===== src/rtl/pfb_snap_capture_ctrl_pkg.sv =====
// Shared types and sizing for the PFB snapshot capture controller.
// SNAP_PRETRIG_EN (optional) uses POST_TRIG_WORDS for the post-trigger capture length.
package pfb_snap_pkg;

  localparam int unsigned SNAP_DATA_W = 64;
  localparam int unsigned SNAP_ADDR_W = 10;

  typedef enum logic [1:0] {
    ST_IDLE    = 2'd0,
    ST_ARMED   = 2'd1,
    ST_CAPTURE = 2'd2,
    ST_DONE    = 2'd3
  } snap_state_t;

  function automatic int unsigned depth_of(input int unsigned aw);
    return 32'd1 << aw;
  endfunction

  function automatic int unsigned post_words_of(input int unsigned aw);
    return depth_of(aw) >> 1;
  endfunction

  localparam int unsigned DEPTH           = depth_of(SNAP_ADDR_W);
  localparam int unsigned POST_TRIG_WORDS = post_words_of(SNAP_ADDR_W);

endpackage


===== src/rtl/pfb_snap_capture_ctrl_if.sv =====
// Control, sample stream, BRAM port A and status bundle of the snapshot controller.
// With SNAP_PRETRIG_EN the bundle also carries status_trig_addr.
interface pfb_snap_capture_ctrl_if
  import pfb_snap_pkg::*;
#(
  parameter int unsigned DATA_W = SNAP_DATA_W,
  parameter int unsigned ADDR_W = SNAP_ADDR_W
);
  logic              ctrl_arm;
  logic              ctrl_trig_sel;
  logic              trig;
  logic              din_valid;
  logic [DATA_W-1:0] din;
  logic              bram_we;
  logic              bram_en_a;
  logic [ADDR_W-1:0] bram_addr;
  logic [DATA_W-1:0] bram_wr_data;
  logic              status_busy;
  logic              status_done;
  logic [ADDR_W:0]   status_count;
`ifdef SNAP_PRETRIG_EN
  logic [ADDR_W-1:0] status_trig_addr;
`endif

  // slave: the capture controller; master: software/stream side
  modport slave (
`ifdef SNAP_PRETRIG_EN
    output status_trig_addr,
`endif
    input  ctrl_arm, ctrl_trig_sel, trig, din_valid, din,
    output bram_we, bram_en_a, bram_addr, bram_wr_data,
    output status_busy, status_done, status_count
  );

  modport master (
`ifdef SNAP_PRETRIG_EN
    input  status_trig_addr,
`endif
    output ctrl_arm, ctrl_trig_sel, trig, din_valid, din,
    input  bram_we, bram_en_a, bram_addr, bram_wr_data,
    input  status_busy, status_done, status_count
  );

endinterface


===== src/rtl/pfb_snap_capture_ctrl_edge_det.sv =====
// Rising-edge detector for the software arm bit; one-cycle pulse per 0->1 transition.
module snap_edge_det (
  input  logic clk,
  input  logic rst,
  input  logic d_i,
  output logic rise_o
);

  logic d_q;

  always_ff @(posedge clk or posedge rst) begin
    if (rst) d_q <= 1'b0;
    else     d_q <= d_i;
  end

  assign rise_o = d_i & ~d_q;

endmodule


===== src/rtl/pfb_snap_capture_ctrl.sv =====
// Snapshot capture sequencer: arm, trigger, then write one buffer of valid samples to BRAM port A.
// Optional SNAP_PRETRIG_EN: circular pre-trigger fill, half-buffer post-trigger capture.
//
// state      | meaning
// IDLE       | waiting for the first arm edge after reset
// ARMED      | waiting for trigger (pre-trigger fill when enabled)
// CAPTURE    | writing post-trigger samples
// DONE       | buffer complete, holding until re-armed
module pfb_snap_capture_ctrl
  import pfb_snap_pkg::*;
#(
  parameter int unsigned DATA_W = SNAP_DATA_W,
  parameter int unsigned ADDR_W = SNAP_ADDR_W
) (
  input logic                    clk,
  input logic                    rst,
  pfb_snap_capture_ctrl_if.slave bus
);

`ifdef SNAP_PRETRIG_EN
  localparam int unsigned CAP_WORDS = post_words_of(ADDR_W);
`else
  localparam int unsigned CAP_WORDS = depth_of(ADDR_W);
`endif
  localparam logic [ADDR_W-1:0] CAP_LOAD  = ADDR_W'(CAP_WORDS - 1);
  localparam logic [ADDR_W:0]   COUNT_MAX = (ADDR_W + 1)'(depth_of(ADDR_W));

  snap_state_t       state_q, state_d;
  logic              bram_we_q;
  logic [ADDR_W-1:0] bram_addr_q;
  logic [DATA_W-1:0] bram_data_q;
  logic [ADDR_W-1:0] wr_ptr_q;
  logic [ADDR_W:0]   count_q;
  logic [ADDR_W-1:0] cap_left_q;
  logic              arm_rise;
  logic              wr_d;
  logic              post_wr;
  logic              load;
`ifdef SNAP_PRETRIG_EN
  logic              trig_hit;
  logic [ADDR_W-1:0] trig_addr_q;
`endif

  snap_edge_det u_arm_edge (
    .clk    (clk),
    .rst    (rst),
    .d_i    (bus.ctrl_arm),
    .rise_o (arm_rise)
  );

  always_comb begin
    state_d = state_q;
    wr_d    = 1'b0;
    post_wr = 1'b0;
    load    = 1'b0;
`ifdef SNAP_PRETRIG_EN
    trig_hit = 1'b0;
`endif
    unique case (state_q)
      ST_IDLE, ST_DONE: begin
        if (arm_rise) begin
          state_d = ST_ARMED;
          load    = 1'b1;
        end
      end
      ST_ARMED: begin
        // the sample present in the trigger cycle is the first post-trigger word
        if (bus.ctrl_trig_sel || bus.trig) begin
          state_d = ST_CAPTURE;
          post_wr = bus.din_valid;
`ifdef SNAP_PRETRIG_EN
          trig_hit = 1'b1;
`endif
        end
`ifdef SNAP_PRETRIG_EN
        wr_d = bus.din_valid;
`else
        wr_d = post_wr;
`endif
      end
      ST_CAPTURE: begin
        post_wr = bus.din_valid;
        wr_d    = post_wr;
      end
      default: state_d = ST_IDLE;
    endcase
    if (post_wr && (cap_left_q == '0)) state_d = ST_DONE;
  end

  always_ff @(posedge clk or posedge rst) begin
    if (rst) begin
      state_q     <= ST_IDLE;
      bram_we_q   <= 1'b0;
      bram_addr_q <= '0;
      bram_data_q <= '0;
      wr_ptr_q    <= '0;
      count_q     <= '0;
      cap_left_q  <= '0;
`ifdef SNAP_PRETRIG_EN
      trig_addr_q <= '0;
`endif
    end else begin
      state_q   <= state_d;
      bram_we_q <= wr_d;
      if (load) begin
        wr_ptr_q   <= '0;
        count_q    <= '0;
        cap_left_q <= CAP_LOAD;
      end
      if (wr_d) begin
        bram_addr_q <= wr_ptr_q;
        bram_data_q <= bus.din;
        wr_ptr_q    <= wr_ptr_q + 1'b1;
        if (count_q != COUNT_MAX) count_q <= count_q + 1'b1;
      end
      if (post_wr && (cap_left_q != '0)) cap_left_q <= cap_left_q - 1'b1;
`ifdef SNAP_PRETRIG_EN
      if (trig_hit) trig_addr_q <= wr_ptr_q;
`endif
    end
  end

  assign bus.bram_we      = bram_we_q;
  assign bus.bram_en_a    = bram_we_q;
  assign bus.bram_addr    = bram_addr_q;
  assign bus.bram_wr_data = bram_data_q;
  assign bus.status_busy  = (state_q == ST_ARMED) || (state_q == ST_CAPTURE);
  assign bus.status_done  = (state_q == ST_DONE);
  assign bus.status_count = count_q;
`ifdef SNAP_PRETRIG_EN
  assign bus.status_trig_addr = trig_addr_q;
`endif

endmodule

===== src/flat_wrapper.sv =====
// flat-port wrapper written by rule: the top's interface ports become plain ports
module pfb_snap_capture_ctrl_flat import pfb_snap_pkg::*;
#(
  parameter int unsigned DATA_W = SNAP_DATA_W,
  parameter int unsigned ADDR_W = SNAP_ADDR_W
)
  (clk, rst, bus_ctrl_arm, bus_ctrl_trig_sel, bus_trig, bus_din_valid, bus_din, bus_bram_we, bus_bram_en_a, bus_bram_addr, bus_bram_wr_data, bus_status_busy, bus_status_done, bus_status_count);
  pfb_snap_capture_ctrl_if #(.DATA_W(DATA_W), .ADDR_W(ADDR_W)) bus_i ();
  input logic clk;
  input logic rst;
  input wire logic [$bits(bus_i.ctrl_arm)-1:0] bus_ctrl_arm;
  input wire logic [$bits(bus_i.ctrl_trig_sel)-1:0] bus_ctrl_trig_sel;
  input wire logic [$bits(bus_i.trig)-1:0] bus_trig;
  input wire logic [$bits(bus_i.din_valid)-1:0] bus_din_valid;
  input wire logic [$bits(bus_i.din)-1:0] bus_din;
  output wire logic [$bits(bus_i.bram_we)-1:0] bus_bram_we;
  output wire logic [$bits(bus_i.bram_en_a)-1:0] bus_bram_en_a;
  output wire logic [$bits(bus_i.bram_addr)-1:0] bus_bram_addr;
  output wire logic [$bits(bus_i.bram_wr_data)-1:0] bus_bram_wr_data;
  output wire logic [$bits(bus_i.status_busy)-1:0] bus_status_busy;
  output wire logic [$bits(bus_i.status_done)-1:0] bus_status_done;
  output wire logic [$bits(bus_i.status_count)-1:0] bus_status_count;
  assign bus_i.ctrl_arm = bus_ctrl_arm;
  assign bus_i.ctrl_trig_sel = bus_ctrl_trig_sel;
  assign bus_i.trig = bus_trig;
  assign bus_i.din_valid = bus_din_valid;
  assign bus_i.din = bus_din;
  assign bus_bram_we = bus_i.bram_we;
  assign bus_bram_en_a = bus_i.bram_en_a;
  assign bus_bram_addr = bus_i.bram_addr;
  assign bus_bram_wr_data = bus_i.bram_wr_data;
  assign bus_status_busy = bus_i.status_busy;
  assign bus_status_done = bus_i.status_done;
  assign bus_status_count = bus_i.status_count;
  pfb_snap_capture_ctrl #(.DATA_W(DATA_W), .ADDR_W(ADDR_W)) u_core (.clk(clk), .rst(rst), .bus(bus_i));
endmodule

===== config.mk =====
export PLATFORM = sky130hd
export DESIGN_NAME = pfb_snap_capture_ctrl_flat
export DESIGN_NICKNAME = d
export VERILOG_FILES = /design/src/rtl/pfb_snap_capture_ctrl_pkg.sv /design/src/rtl/pfb_snap_capture_ctrl_if.sv /design/src/rtl/pfb_snap_capture_ctrl_edge_det.sv /design/src/rtl/pfb_snap_capture_ctrl.sv /design/src/flat_wrapper.sv
export SDC_FILE = /design/constraint.sdc
export NUM_CORES = 1
export LEC_CHECK = 0
export ABC_AREA = 1
export BUFFER_PORTS_ARGS = -buffer_cell sky130_fd_sc_hd__buf_2
export CAP_MARGIN = 10
export CORE_MARGIN = 2
export CORE_UTILIZATION = 46
export CTS_CLUSTER_DIAMETER = 40
export CTS_CLUSTER_SIZE = 16
export DETAILED_ROUTE_END_ITERATION = 10
export PLACE_DENSITY = 0.81
export SYNTH_ARGS = -nofsm -noshare
export SYNTH_HDL_FRONTEND = slang
export SYNTH_SLANG_ARGS = --single-unit

===== constraint.sdc =====
create_clock -name clk -period 3.85 [get_ports clk]
set_input_delay 0.9625 -clock clk [delete_from_list [all_inputs] [get_ports clk]]
set_output_delay 0.9625 -clock clk [all_outputs]
set_load 0.05 [all_outputs]

Word level (Yosys, flattened, before mapping)

Cells that the tools add are included.

Output and inout port bits: 89
Bits in registers: 109
Word-level logic and storage cells: 46
Bits of input ports: 70

Reduce and logical (&&, ||, !) cells: 12
$add $sub $neg: 3
Equal/unequal tests: 6
Muxes and demuxes: 15
Bitwise operators: 2

Operators by type and width:

| cell                  | number |
|---|---|
| $mux 10               | 4 |
| $mux 11               | 3 |
| $add 11x1->11 const B | 1 |
| $ne 11x11->1 const B  | 1 |
| $add 10x1->10 const B | 1 |
| $logic_not 10->1      | 1 |
| $reduce_bool 10->1    | 1 |
| $sub 10x1->10 const B | 1 |
| $mux 2                | 3 |
| $ne 3x1->1 const B    | 2 |
| $eq 2x2->1 const B    | 2 |
| $pmux 2 s2            | 1 |
| $reduce_bool 2->1     | 2 |
| $mux 1                | 3 |
| $reduce_and 3->1      | 1 |
| $reduce_bool 3->1     | 1 |
| $eq 2x1->1 const B    | 1 |
| $logic_and 1x1->1     | 2 |
| $logic_not 2->1       | 1 |
| $logic_or 1x1->1      | 2 |
| $pmux 1 s2            | 1 |
| $reduce_or 2->1       | 1 |
| $and 1x1->1           | 1 |
| $not 1->1             | 1 |

Longest topological paths before layout

Word-level depth: 7
Gate-level depth with buffers: 12
Mapped depth without buffers: 11

Modules after synthesis

From an unflattened synthesis, not the netlist that was laid out.

Cell total of the unflattened synthesis: 562
Area total of the unflattened synthesis: 4773.3 um2

By module, submodules not included:

| module                | cells each | area an instance (um2) | sequential area each (um2) | times used |
|---|---|---|---|---|
| pfb_snap_capture_ctrl | 558        | 4734.5                 | 2702.6                     | 1 |
| snap_edge_det         | 4          | 38.8                   | 25.0                       | 1 |

Worst setup path before layout

No wires, ideal clock.

Kind: register -> output
Start point: reg u_core.state_q[0]
End point: out bus_status_busy
Required time: 2.888 ns
Setup slack: 1.963 ns
Cell stages (with the launch flop): 4
Data arrival time: 0.925 ns
Path buffers: 0
Path through: dfrtp_1 > inv_1 > ha_1 > inv_2

Word-level cells in the longest chain between the ends: 2
Elaborated cells on any way between the ends: 3
Those cells by class: eq/ne (2); reduce/logical (1)

RTL lines:

| what                                            | line                         | text |
|---|---|---|
| start, declared                                 | pfb_snap_capture_ctrl.sv:28  | `snap_state_t state_q, state_d;` |
| start signal, assigned                          | pfb_snap_capture_ctrl.sv:103 | `state_q <= state_d;` |
| $eq 2x1->1 / $eq 2x2->1 (equally long branches) | pfb_snap_capture_ctrl.sv:127 | `assign bus.status_busy = (state_q == ST_ARMED) \|\| (state_q == ST_CAPTURE);` |
| $logic_or 1x1->1 (*)                            | pfb_snap_capture_ctrl.sv:127 |  |
| end, declared                                   | flat_wrapper.sv:20           | `output wire logic [$bits(bus_i.status_busy)-1:0] bus_status_busy;` |

Every way passes the cells marked *; elsewhere a longest branch is shown, timed or not.

Final worst setup path

Start point: reg u_core.state_q[0]
End point: reg u_core.cap_left_q[8]

Word-level cells in the longest chain between the ends: 4
Elaborated cells on any way between the ends: 10
Those cells by class: eq/ne (3); mux (3); reduce/logical (4)

RTL lines:

| what                                                 | line                                                      | text |
|---|---|---|
| $eq 2x2->1 (tied with other cells)                   | pfb_snap_capture_ctrl.sv:59                               | `unique case (state_q)` |
| $pmux 1 s2 / $reduce_or 2->1 (equally long branches) | pfb_snap_capture_ctrl.sv:59                               |  |
| $logic_and 1x1->1 / $mux 1 (equally long branches)   | pfb_snap_capture_ctrl.sv:116, pfb_snap_capture_ctrl.sv:59 |  |
| $mux 10 / $reduce_bool 2->1 (equally long branches)  | -                                                         |  |
| end signal, assigned                                 | pfb_snap_capture_ctrl.sv:116                              | `if (post_wr && (cap_left_q != '0)) cap_left_q <= cap_left_q - 1'b1;` |
| end, declared                                        | pfb_snap_capture_ctrl.sv:34                               | `logic [ADDR_W-1:0] cap_left_q;` |

Parallel ways exist; a longest one is shown, timed or not.
A chain may end at the register's enable or synchronous reset.

==> results.py <==
metrics = {
    "timing": {
        "worst_slew_margin_rel": 0.495,
        "finalHoldViolCount": 0,
        "maximum_operating_frequency_mhz": 404,
        "timing_worst_slew_pin_value_ns": 0.757,
        "report.final.setup_viol": 0,
        "totalNegativeSetupSlack_ns": 0,
        "drv_slew": 0,
        "finalWorstSetupSlack_ns": 1.37,
        "rsz0062_at_grt": "no",
        "min_period_over_period": 0.644,
        "clock_skew_ns": 0.00643,
        "finalWorstPathRequiredPeriod_ns": 2.48,
    },
    "grt": {
        "grt_remaining_overflow": 0,
        "number_of_global_route_vias_before_repair": 4009,
        "grt_first_pass_wirelength_mm": 17.8,
        "grt_overall_usage": 0.192,
        "antenna_found_initial": 0,
        "grt_max_degree": 63,
    },
    "synthesis": {
        "synth.area.top_cells": "dfrtp_1, nand2_1, inv_1",
        "ys_ff_latch": 109,
        "share_of_the_yosys_chip_area_belonging_to_registers": 0.565,
        "synth.net_count": 642,
        "synth_area_per_inst_um2": 8.56,
        "syn_inst": 564,
        "ys_types": 33,
        "syn_area_um2": 4830,
        "yosys.area.top_type_share": 0.565,
        "yosysTopAreaCell": "dfrtp_1",
        "ys.warnings.count": 0,
    },
    "layout": {
        "layout_cell_area_excl_fill_um2": 5820,
        "seqCellArea_um2": 2730,
        "final_net_count": 795,
        "final_layout_size_suffix_gt1_frac": 0.264,
        "syn2layout_area_growth_pct": 20.7,
        "final.fill_count": 980,
        "n_antenna_cell": 0,
        "multi_input_comb_area_um2": 1800,
    },
    "floorplan": {
        "ios": 159,
        "floorplan.die_area_um2": 11300,
        "std_cell_rows": 37,
        "floorplan.die.height_um": 106,
        "dieWidth_um": 106,
        "initial_utilization": 0.470,
        "area_of_the_placeable_core_um2": 10300,
    },
    "worst_setup_path": {
        "timing.critical_path.arrival_ns": 2.72,
        "cp-end-kind": "register",
        "cp-start-kind": "register",
        "cp.required_ns": 4.09,
        "path_max_fanout": 61,
        "rr_worst_depth": 10,
        "regToRegSetupSlack_ns": 1.37,
        "critical-path-max-stage-delay_ns": 0.59,
        "critical-path-slowest-cell": "nor2_2",
        "path_class": "register to register",
        "critical_path.reg2reg.endpoint": "u_core.cap_left_q[8]",
        "worstPathCellList": "inv_1 -> ha_1 -> inv_2 -> nand2_1 -> inv_1 -> nand2_4 -> nor2_2 -> nand3_1 -> o21ai_0 -> o21ai_0",
        "critical_path.reg2reg.startpoint": "u_core.state_q[0]",
    },
    "drt": {
        "wirelength_mm": 10.7,
        "antenna_left": 0,
        "vias_per_cell": 4.85,
        "drt_pass1_iterations": 4,
        "drt-wirelength-per-cell_um": 12.5,
        "vias": 4152,
        "detailedRoute.firstIterationViolations": 257,
        "detail_route.drc_violations": 0,
    },
    "cts": {
        "tritoncts_clock_tree": "done",
        "clock_h_tree_levels": 3,
        "clock_latency_ns": 0.36,
        "cts.sink_count": 109,
        "ctsHoldBuffers": 0,
        "clock_root_buffer": "clkbuf_8",
        "maximum_root_to_sink_buffer_count": 2,
        "ctsResizeCount": 0,
        "post-cts-setup-buffer-count": 0,
        "clock_pin_slew_on_the_worst_setup_and_hold_paths_ns": 0.09,
        "total_cts_buffers": 9,
    },
    "worst_hold_path": {
        "timing.hold.worst_path_depth": 2,
        "holdCritStartpoint": "u_core.bus.bram_wr_data[10]",
        "hp_class": "register to register",
        "hold-path-endpoint": "u_core.bus.bram_wr_data[10]",
    },
    "outcome": {
        "outcome": "complete, no violations",
    },
    "job": {
        "drv.max_cap_violation_count": 0,
    },
    "placed_design": {
        "post_dp_cell_area_um2": 5680,
        "pre_cts_slack_ns": 1.03,
        "place_hpwl_mm": 7.69,
        "port_buffers": 158,
        "gpl.final_weighted_congestion": 0.850,
    },
    "pwr": {
        "power.ir.vdd_worst_mv": 0.398,
        "static-leakage-power_nw": 3.20,
        "total_power_mw": 5.06,
        "power_density_over_the_cells_nw_per_um2": 869,
    },
}
## synth_stat cells (all sizes together)
library cell / instances
o31ai: 2
xnor2: 1
buf: 20
ha: 8
nand3: 19
dfrtp: 109
inv: 39
o21ai: 23
clkbuf: 1
a21oi: 18
nand3b: 1
nor3: 10
nor2: 33
xor2: 4
nand4: 6
a22oi: 4
nor4: 1
a31oi: 1
o32ai: 1
nand2: 262
or2: 1
## worst max-delay path by stage
stage | startpoint | end | slack, ns
floorplan | rst | u_core.bus.bram_addr[0] | 0.01
global placement | bus_trig | u_core.bus.status_count[10] | 1.13
detailed placement | bus_trig | u_core.bus.status_count[10] | 1.03
CTS | u_core.state_q[0] | u_core.cap_left_q[8] | 1.32
global route | u_core.state_q[0] | u_core.cap_left_q[8] | 1.02
finish | u_core.state_q[0] | u_core.cap_left_q[8] | 1.37
## worst max-delay path, delay by kind of cell (launching register included)
| family | cells | cell delay (ns) |
|---|---|---|
| and+or+nand+nor | 4 | 1.17 |
| buffers and inverters | 3 | 0.24 |
| DFF | 1 | 0.41 |
| AOI/OAI and AO/OA | 2 | 0.21 |
| adders and majority gates | 1 | 0.32 |
## routing by layer
layer	wire length [µm]	track usage
met3	573	0.0429
met1	4770	0.243
met5	0	0
met2	5250	0.324
met4	146	0.0733
## kinds of logic after synthesis
family | Yosys count | share of synthesized area
buffers and inverters | 60 | 0.0627
xor gates and xnor gates | 5 | 0.00907
adders and majority gates | 8 | 0.0207
DFF | 109 | 0.565
AOI/OAI and AO/OA | 49 | 0.0604
and+or+nand+nor | 333 | 0.282
## registers in the layout, indices dropped and copies added, names as in the netlist
register,flops
u_core.state_q,2
u_core.wr_ptr_q,10
u_core.bus.bram_wr_data,64
u_core.u_arm_edge.d_q,1
u_core.cap_left_q,10
u_core.bus.bram_en_a,1
u_core.bus.bram_addr,10
u_core.bus.status_count,11
## report_power, final
group | internal [mW] | leakage [nW] | total (mW) | switching [mW]
Combinational | 0.598 | 1.76 | 2.69 | 2.09
Clock | 0.229 | 0.0723 | 0.585 | 0.357
Sequential | 1.54 | 1.37 | 1.78 | 0.242
## cells in the final DEF (no fill, tap or decap), types with 9 or more instances in the layout
cell type  instances
inv_1             37
buf_2            158
nand2_1          258
nor2_1            26
clkbuf_8           9
a21oi_1           17
nor3_1            10
nand3_1           19
dfrtp_1          109
o21ai_0           17
## layout make-up
class,instances,area share
Sequential cell,109,0.468
Multi-Input combinational cell,395,0.309
Timing Repair Buffer,163,0.142
Tap cell,136,0.0292
Inverter,39,0.0256
Clock buffer,12,0.0232
Clock inverter,2,0.00215
## through the flow
step	hold slack [ns]	instances	util
floorplan	0.453	564	-
global placement	0.458	842	0.552
detailed placement	0.460	842	0.552
CTS	0.484	856	0.567
global route	0.504	856	0.567
finish	0.478	856	0.567
Power figures use the tool's default switching activity.
